<file path="src/rtl/sample_accumulator.sv">
// Windowed sample accumulator: sums up to WINDOW signed samples with saturation,
// then holds the closed window (sum, count, sat) until the downstream consumes it.
module sample_accumulator #(
    parameter int unsigned WINDOW = 16
) (
    input  logic               clk,
    input  logic               rst,
    input  logic               sample_valid,
    input  logic signed [31:0] sample,
    output logic               in_ready,
    input  logic               flush,
    output logic signed [31:0] data,
    output logic        [15:0] norm_count,
    output logic               out_valid,
    input  logic               out_ready,
    output logic               sat,
    output logic        [1:0]  state_dbg
);

    // Handshakes: a sample moves on a cycle with sample_valid=1 and in_ready=1;
    // a window moves on a cycle with out_valid=1 and out_ready=1.

    typedef enum logic [1:0] {
        IDLE  = 2'd0,
        ACCUM = 2'd1,
        HOLD  = 2'd2
    } state_t;

    localparam logic [15:0] WINDOW_L = WINDOW[15:0];

    state_t             state_q, state_d;
    logic signed [31:0] sum_q, sum_d;
    logic        [15:0] count_q, count_d;
    logic               sat_q, sat_d;

    logic               accept;
    logic signed [32:0] sum_wide;
    logic               ovf;
    logic signed [31:0] sum_sat;
    logic        [15:0] count_inc;

    always_ff @(posedge clk or negedge rst) begin
        if (!rst) begin
            state_q <= IDLE;
            sum_q   <= '0;
            count_q <= '0;
            sat_q   <= 1'b0;
        end else begin
            state_q <= state_d;
            sum_q   <= sum_d;
            count_q <= count_d;
            sat_q   <= sat_d;
        end
    end

    // Overflow shows up as disagreement between the two top bits of the 33-bit sum.
    always_comb begin
        sum_wide  = {sum_q[31], sum_q} + {sample[31], sample};
        ovf       = sum_wide[32] ^ sum_wide[31];
        sum_sat   = sum_wide[31:0];
        if (ovf) begin
            sum_sat = sum_wide[32] ? 32'sh8000_0000 : 32'sh7fff_ffff;
        end
        count_inc = count_q + 16'd1;
        accept    = sample_valid && (state_q != HOLD);
    end

    always_comb begin
        state_d = state_q;
        sum_d   = sum_q;
        count_d = count_q;
        sat_d   = sat_q;
        case (state_q)
            IDLE: begin
                // A bare flush in IDLE is dropped so no empty window is emitted.
                if (accept) begin
                    sum_d   = sample;
                    count_d = 16'd1;
                    sat_d   = 1'b0;
                    state_d = (flush || (WINDOW_L == 16'd1)) ? HOLD : ACCUM;
                end
            end
            ACCUM: begin
                if (accept) begin
                    sum_d   = sum_sat;
                    count_d = count_inc;
                    sat_d   = sat_q | ovf;
                end
                if (flush || (accept && (count_inc == WINDOW_L))) begin
                    state_d = HOLD;
                end
            end
            HOLD: begin
                if (out_ready) begin
                    state_d = IDLE;
                    sum_d   = '0;
                    count_d = '0;
                    sat_d   = 1'b0;
                end
            end
            default: begin
                state_d = IDLE;
            end
        endcase
    end

    always_comb begin
        in_ready   = (state_q != HOLD);
        out_valid  = (state_q == HOLD);
        data       = sum_q;
        norm_count = count_q;
        sat        = sat_q;
        state_dbg  = state_q;
    end

endmodule

</file>
<file path="config.mk">
export PLATFORM = sky130hd
export DESIGN_NAME = sample_accumulator
export DESIGN_NICKNAME = d
export VERILOG_FILES = /design/src/rtl/sample_accumulator.sv
export SDC_FILE = /design/constraint.sdc
export NUM_CORES = 1
export LEC_CHECK = 0
export CORE_MARGIN = 2
export CORE_UTILIZATION = 38
export DETAILED_ROUTE_END_ITERATION = 7
export GPL_ROUTABILITY_DRIVEN = 0
export PLACE_DENSITY_LB_ADDON = 0.08
export SLEW_MARGIN = 20
export SYNTH_ARGS = -nofsm -noshare
export SYNTH_HDL_FRONTEND = slang
export SYNTH_SLANG_ARGS = --single-unit
</file>
<file path="constraint.sdc">
create_clock -name clk -period 7.8 [get_ports clk]
set_input_delay 1.56 -clock clk [delete_from_list [all_inputs] [get_ports clk]]
set_output_delay 1.56 -clock clk [all_outputs]
set_load 0.01 [all_outputs]
</file>
* Yosys cells after proc, flatten, opt, wreduce, memory -nomap -nowiden
Index checks and enable logic that the tools add are counted.
Word-level totals: bits of input ports 37, bits in registers 51, word-level logic and storage cells 42
Operators by class: add/sub/neg operators 2, multiplexer cells 19, reduce and logical (&&, ||, !) cells 7, eq/ne operators 8, bitwise gates (word level) 2
Operators with widths (number):
- $mux W32 | 5
- $pmux W32 S3 | 1
- $mux W16 | 3
- $pmux W16 S3 | 1
- $add A32 B32 Y33 | 1
- $add A16 B1 Y16 const B | 1
- $eq A16 B5 Y1 const B | 1
- $mux W2 | 4
- $ne A2 B2 Y1 const B | 4
- $pmux W2 S3 | 1
- $reduce_and A4 Y1 | 1
- $mux W1 | 3
- $pmux W1 S3 | 1
- $reduce_and A3 Y1 | 1
- $reduce_bool A3 Y1 | 1
- $eq A2 B1 Y1 const B | 1
- $eq A2 B2 Y1 const B | 1
- $logic_and A1 B1 Y1 | 2
- $logic_not A2 Y1 | 1
- $ne A2 B1 Y1 const B | 1
- $logic_or A1 B1 Y1 | 1
- $or A1 B1 Y1 | 1
- $xor A1 B1 Y1 | 1

* Longest topological paths before layout
depth in word-level cells 6, mapped depth 15

* Worst setup path after synthesis
Ideal clock, no wire load.
path type input port to flip-flop, start point in sample[4], end point reg sum_q[25] (netlist: data[25]), data arrival time 4.064 ns, stages on the path 13, slack 3.659 ns, required time 7.724 ns, buffers on the path 2, path through ha_1 > a21o_1 > a31oi_1 > nand2_1 > a21oi_1 > o21bai_1 > a221o_1 > a21oi_1 > mux2i_1 > nand2_1 > buf_6 > buf_8 > o21ai_1
On the way: longest elaborated chain between the ends 5, elaborated cells between the ends (all ways) 6, those cells by class add/sub (1); mux (4); bitwise (1)
Ends and longest elaborated chain:
- from (decl) | line 9 | input logic signed [31:0] sample,
- $add A32 B32 Y33 (*) | line 58 | sum_wide = {sum_q[31], sum_q} + {sample[31], sample};
- $mux W32 / $xor A1 B1 Y1 (equally long branches) | line 62, 59
- $mux W32 (*) | line 61 | if (ovf) begin
- $mux W32 (*) | line 84 | if (accept) begin
- $pmux W32 S3 (*) | line 73 | case (state_q)
- to (signal assigned) | line 50 | sum_q <= sum_d;
- to (decl) | line 32 | logic signed [31:0] sum_q, sum_d;
Every way passes the cells marked *; elsewhere a longest branch is shown, timed or not. The select of a mux whose other input is x is not followed. A chain may end at the register's enable or synchronous reset.

* Worst setup path in the final report
start point in sample[4], end point reg sum_q[7] (netlist: data[7])
The elaborated chain is that of the path after synthesis.

==> impl_metrics.toml <==
[global_routing]
first_global_vias = 4475
grt_pass1_wl_mm = 21.9
grt_use_total = 0.203
grt_max_degree = 84
gr-total-overflow = 0
antenna_found_initial = 0

[route]
drc = 0
routed_wl_mm = 13.0
first_pass_iters = 4
ant_nets = 0
num_vias = 4622
via_per_inst = 5.71
drtIter0Drc = 207
wl_per_cell_um = 16.0

[final_layout]
area_delta_synth_final_pct = 24.0
final_nets = 738
drive_above_1_share = 0.0347
antenna_cells = 0
layout_commonest_cell = "clkdlybuf4s50_1"
finish.utilization = 0.482
fill_cells = 1210
fin_area_um2 = 5770
final_cell_mix = "clkdlybuf4s50_1, a21oi_1, nor2_1"

[power]
clock_power_share = 0.109
p_int_mw = 1.11
seq_power_share = 0.196
power_density_nw_per_um2 = 375
total_power_mw = 2.16
switchingPower_mw = 1.06
p_sw_frac = 0.488
combPwrFrac = 0.695
p_leak_nw = 2.45
vdd_ir_drop_max_uv = 224

[clock_tree]
numCtsBuffers = 5
hold_buffers = 0
cts.clk_slew.worst_paths_ns = 0.07
cts-root-buf = "clkbuf_16"
post-cts-setup-buffers = 0
cts_sinks = 51
clk_latency_ns = 0.30
cts_buffer_depth = 2
cts_resized = 0
cts_tree = "done"
cts_max_level = 2

[logic_synthesis]
synth.avg_cell_area_um2 = 7.83
yosys.area.top_type = "dfrtp_1"
synth_edf_count = 0
syn-num-nets = 670
synth_cells = 594
synth_top_area_frac = 0.274
ys_warn_count = 0
yosysUniqueCellTypes = 64
synth_top_flop_cell = "dfrtp_1"
synth-async-reset-ratio = 1.00
synth.area.top_cells = "dfrtp_1, ha_1, a21oi_1"
synth-seq-cells = 51
syn_area_um2 = 4650
seq_area_frac_synth = 0.274

[worst_setup_path]
critPathCaptureType = "flop"
r2r_start = "data[4]"
crit_required_ns = 8.00
slowest_delay_ns = 0.70
crit_type = "primary input to flop"
crit_buf_inv = 1
cpLargestDelayFamily = "compound AO/OA/AOI/OAI gates"
rrSetupSlack_ns = 3.66
cpMaxStageDelayCell = "nand2_1"
rr_worst_depth = 11
crit_arrival_ns = 5.65
path_max_fanout = 29
crit_path_start_kind = "primary input"
reg2reg_to = "data[7]"
cp_cell_sequence = "clkdlybuf4s50_1, ha_1, a21o_1, a31oi_1, nand2_1, a21oi_1, o21bai_1, a221o_1, a21oi_1, mux2i_1, nand2_1, o21ai_0"

[placed_design]
place_area_um2 = 5620
numPortBuffers = 89
dp_hpwl_mm = 9.25

[timing]
period_share = 0.699
hold_viol = 0
fmax_ghz = 0.183
setup_tns_ns = 0
finalMaxSlewViolations = 0
min_period_ns = 5.45
worst_pin_slew_ns = 1.06
fin_skew_ns = 0.00457
setup_violations = 0
rsz0062_at_grt = "false"
slew-limit-headroom = 0.292

[worst_hold_path]
min_from = "sat"
min_to = "sat"
holdPathStages = 1
worstHoldPathType = "flop to flop"

[outcome]
outcome = "finished clean"

[floorplanning]
core_area_um2 = 12000
die-area_um2 = 13100
start_util = 0.389
die_w_um = 115
ios = 90
num_rows = 40
fp.dieH_um = 115

[run]
maxCapViolations = 0
==> state kept, by name, summed over array words and instances, names as in the netlist <==
register    cells
data           32
sat             1
state_dbg       2
norm_count     16
==> cells by family after synthesis <==
family                   share of synthesized area
AO/OA/AOI/OAI                                0.284
AND/OR/NAND/NOR                              0.220
buffers and inverters                       0.0476
flip-flops                                   0.274
adder cells (fa/ha/maj)                      0.107
XOR/XNOR                                    0.0562
multiplexers                                0.0110
==> worst max path at each step <==
stage | start | cells past startpoint | to | slack, ns
4_1_cts | sample[4] | 12 | data[7] | 2.32
2_1_floorplan | sample[4] | 13 | data[25] | 3.66
3_5_place_dp | sample[4] | 12 | data[7] | 2.02
6_report | sample[4] | 12 | data[7] | 2.35
5_1_grt | sample[4] | 12 | data[7] | 2.04
3_3_place_gp | sample[4] | 12 | data[2] | 2.21
==> per-stage QoR <==
stage	std cells	worst slack [ns]	hold slack, ns
after global routing	810	2.04	0.542
after floorplan	594	3.66	0.529
after CTS	810	2.32	0.508
final	810	2.35	0.507
after global placement	802	2.21	0.479
after detailed placement	802	2.02	0.490
==> layer usage <==
metal  vias up  wire length (um)  global-route usage
li1       2302                 -                   -
met4         0               216              0.0545
met3        18               445              0.0286
met5         -                 0                   0
met2        88              5980               0.335
met1      2214              6310               0.279
==> area by class of cell <==
type | count | area (um2) | share of cell area
flip-flops and latches | 51 | 1280 | 0.221
repair buffers | 93 | 916 | 0.159
inverters | 19 | 71.3 | 0.0124
well taps | 147 | 184 | 0.0319
clock inverters | 2 | 16.3 | 0.00282
clock buffers | 6 | 139 | 0.0241
multi-input cells | 492 | 3170 | 0.549
==> worst reg2reg max path: cells and delay by family (launching register included) <==
family	cells	cell delay [ns]
adders and majority gates	1	0.37
muxes	1	0.39
DFF	1	0.41
AOI/OAI and AO/OA	7	2.02
and+or+nand+nor	2	0.83
==> power groups by stage <==
stage	Sequential [mW]	Combinational, mW	Clock, mW
global placement	0.428	1.48	0
CTS	0.425	1.51	0.245
finish	0.425	1.50	0.236
floorplan	0.448	1.04	0
global route	0.438	1.68	0.253
detailed placement	0.430	1.50	0
==> synthesized netlist by cell type (5+ instances only) <==
library cell and number:
a21o_1 14, a21oi_1 75, a31oi_1 13, and3_1 8, clkbuf_1 25, dfrtp_1 51
ha_1 38, inv_1 19, nand2_1 43, nand2b_1 6, nand3_1 15, nand4_1 6
nor2_1 60, nor2b_1 7, nor3_1 6, nor3b_1 29, nor4_1 6, o21ai_0 59
o21ai_1 12, o21bai_1 8, o31ai_1 5, xnor2_1 20, xor2_1 8
(Power assumes the default switching activity.)
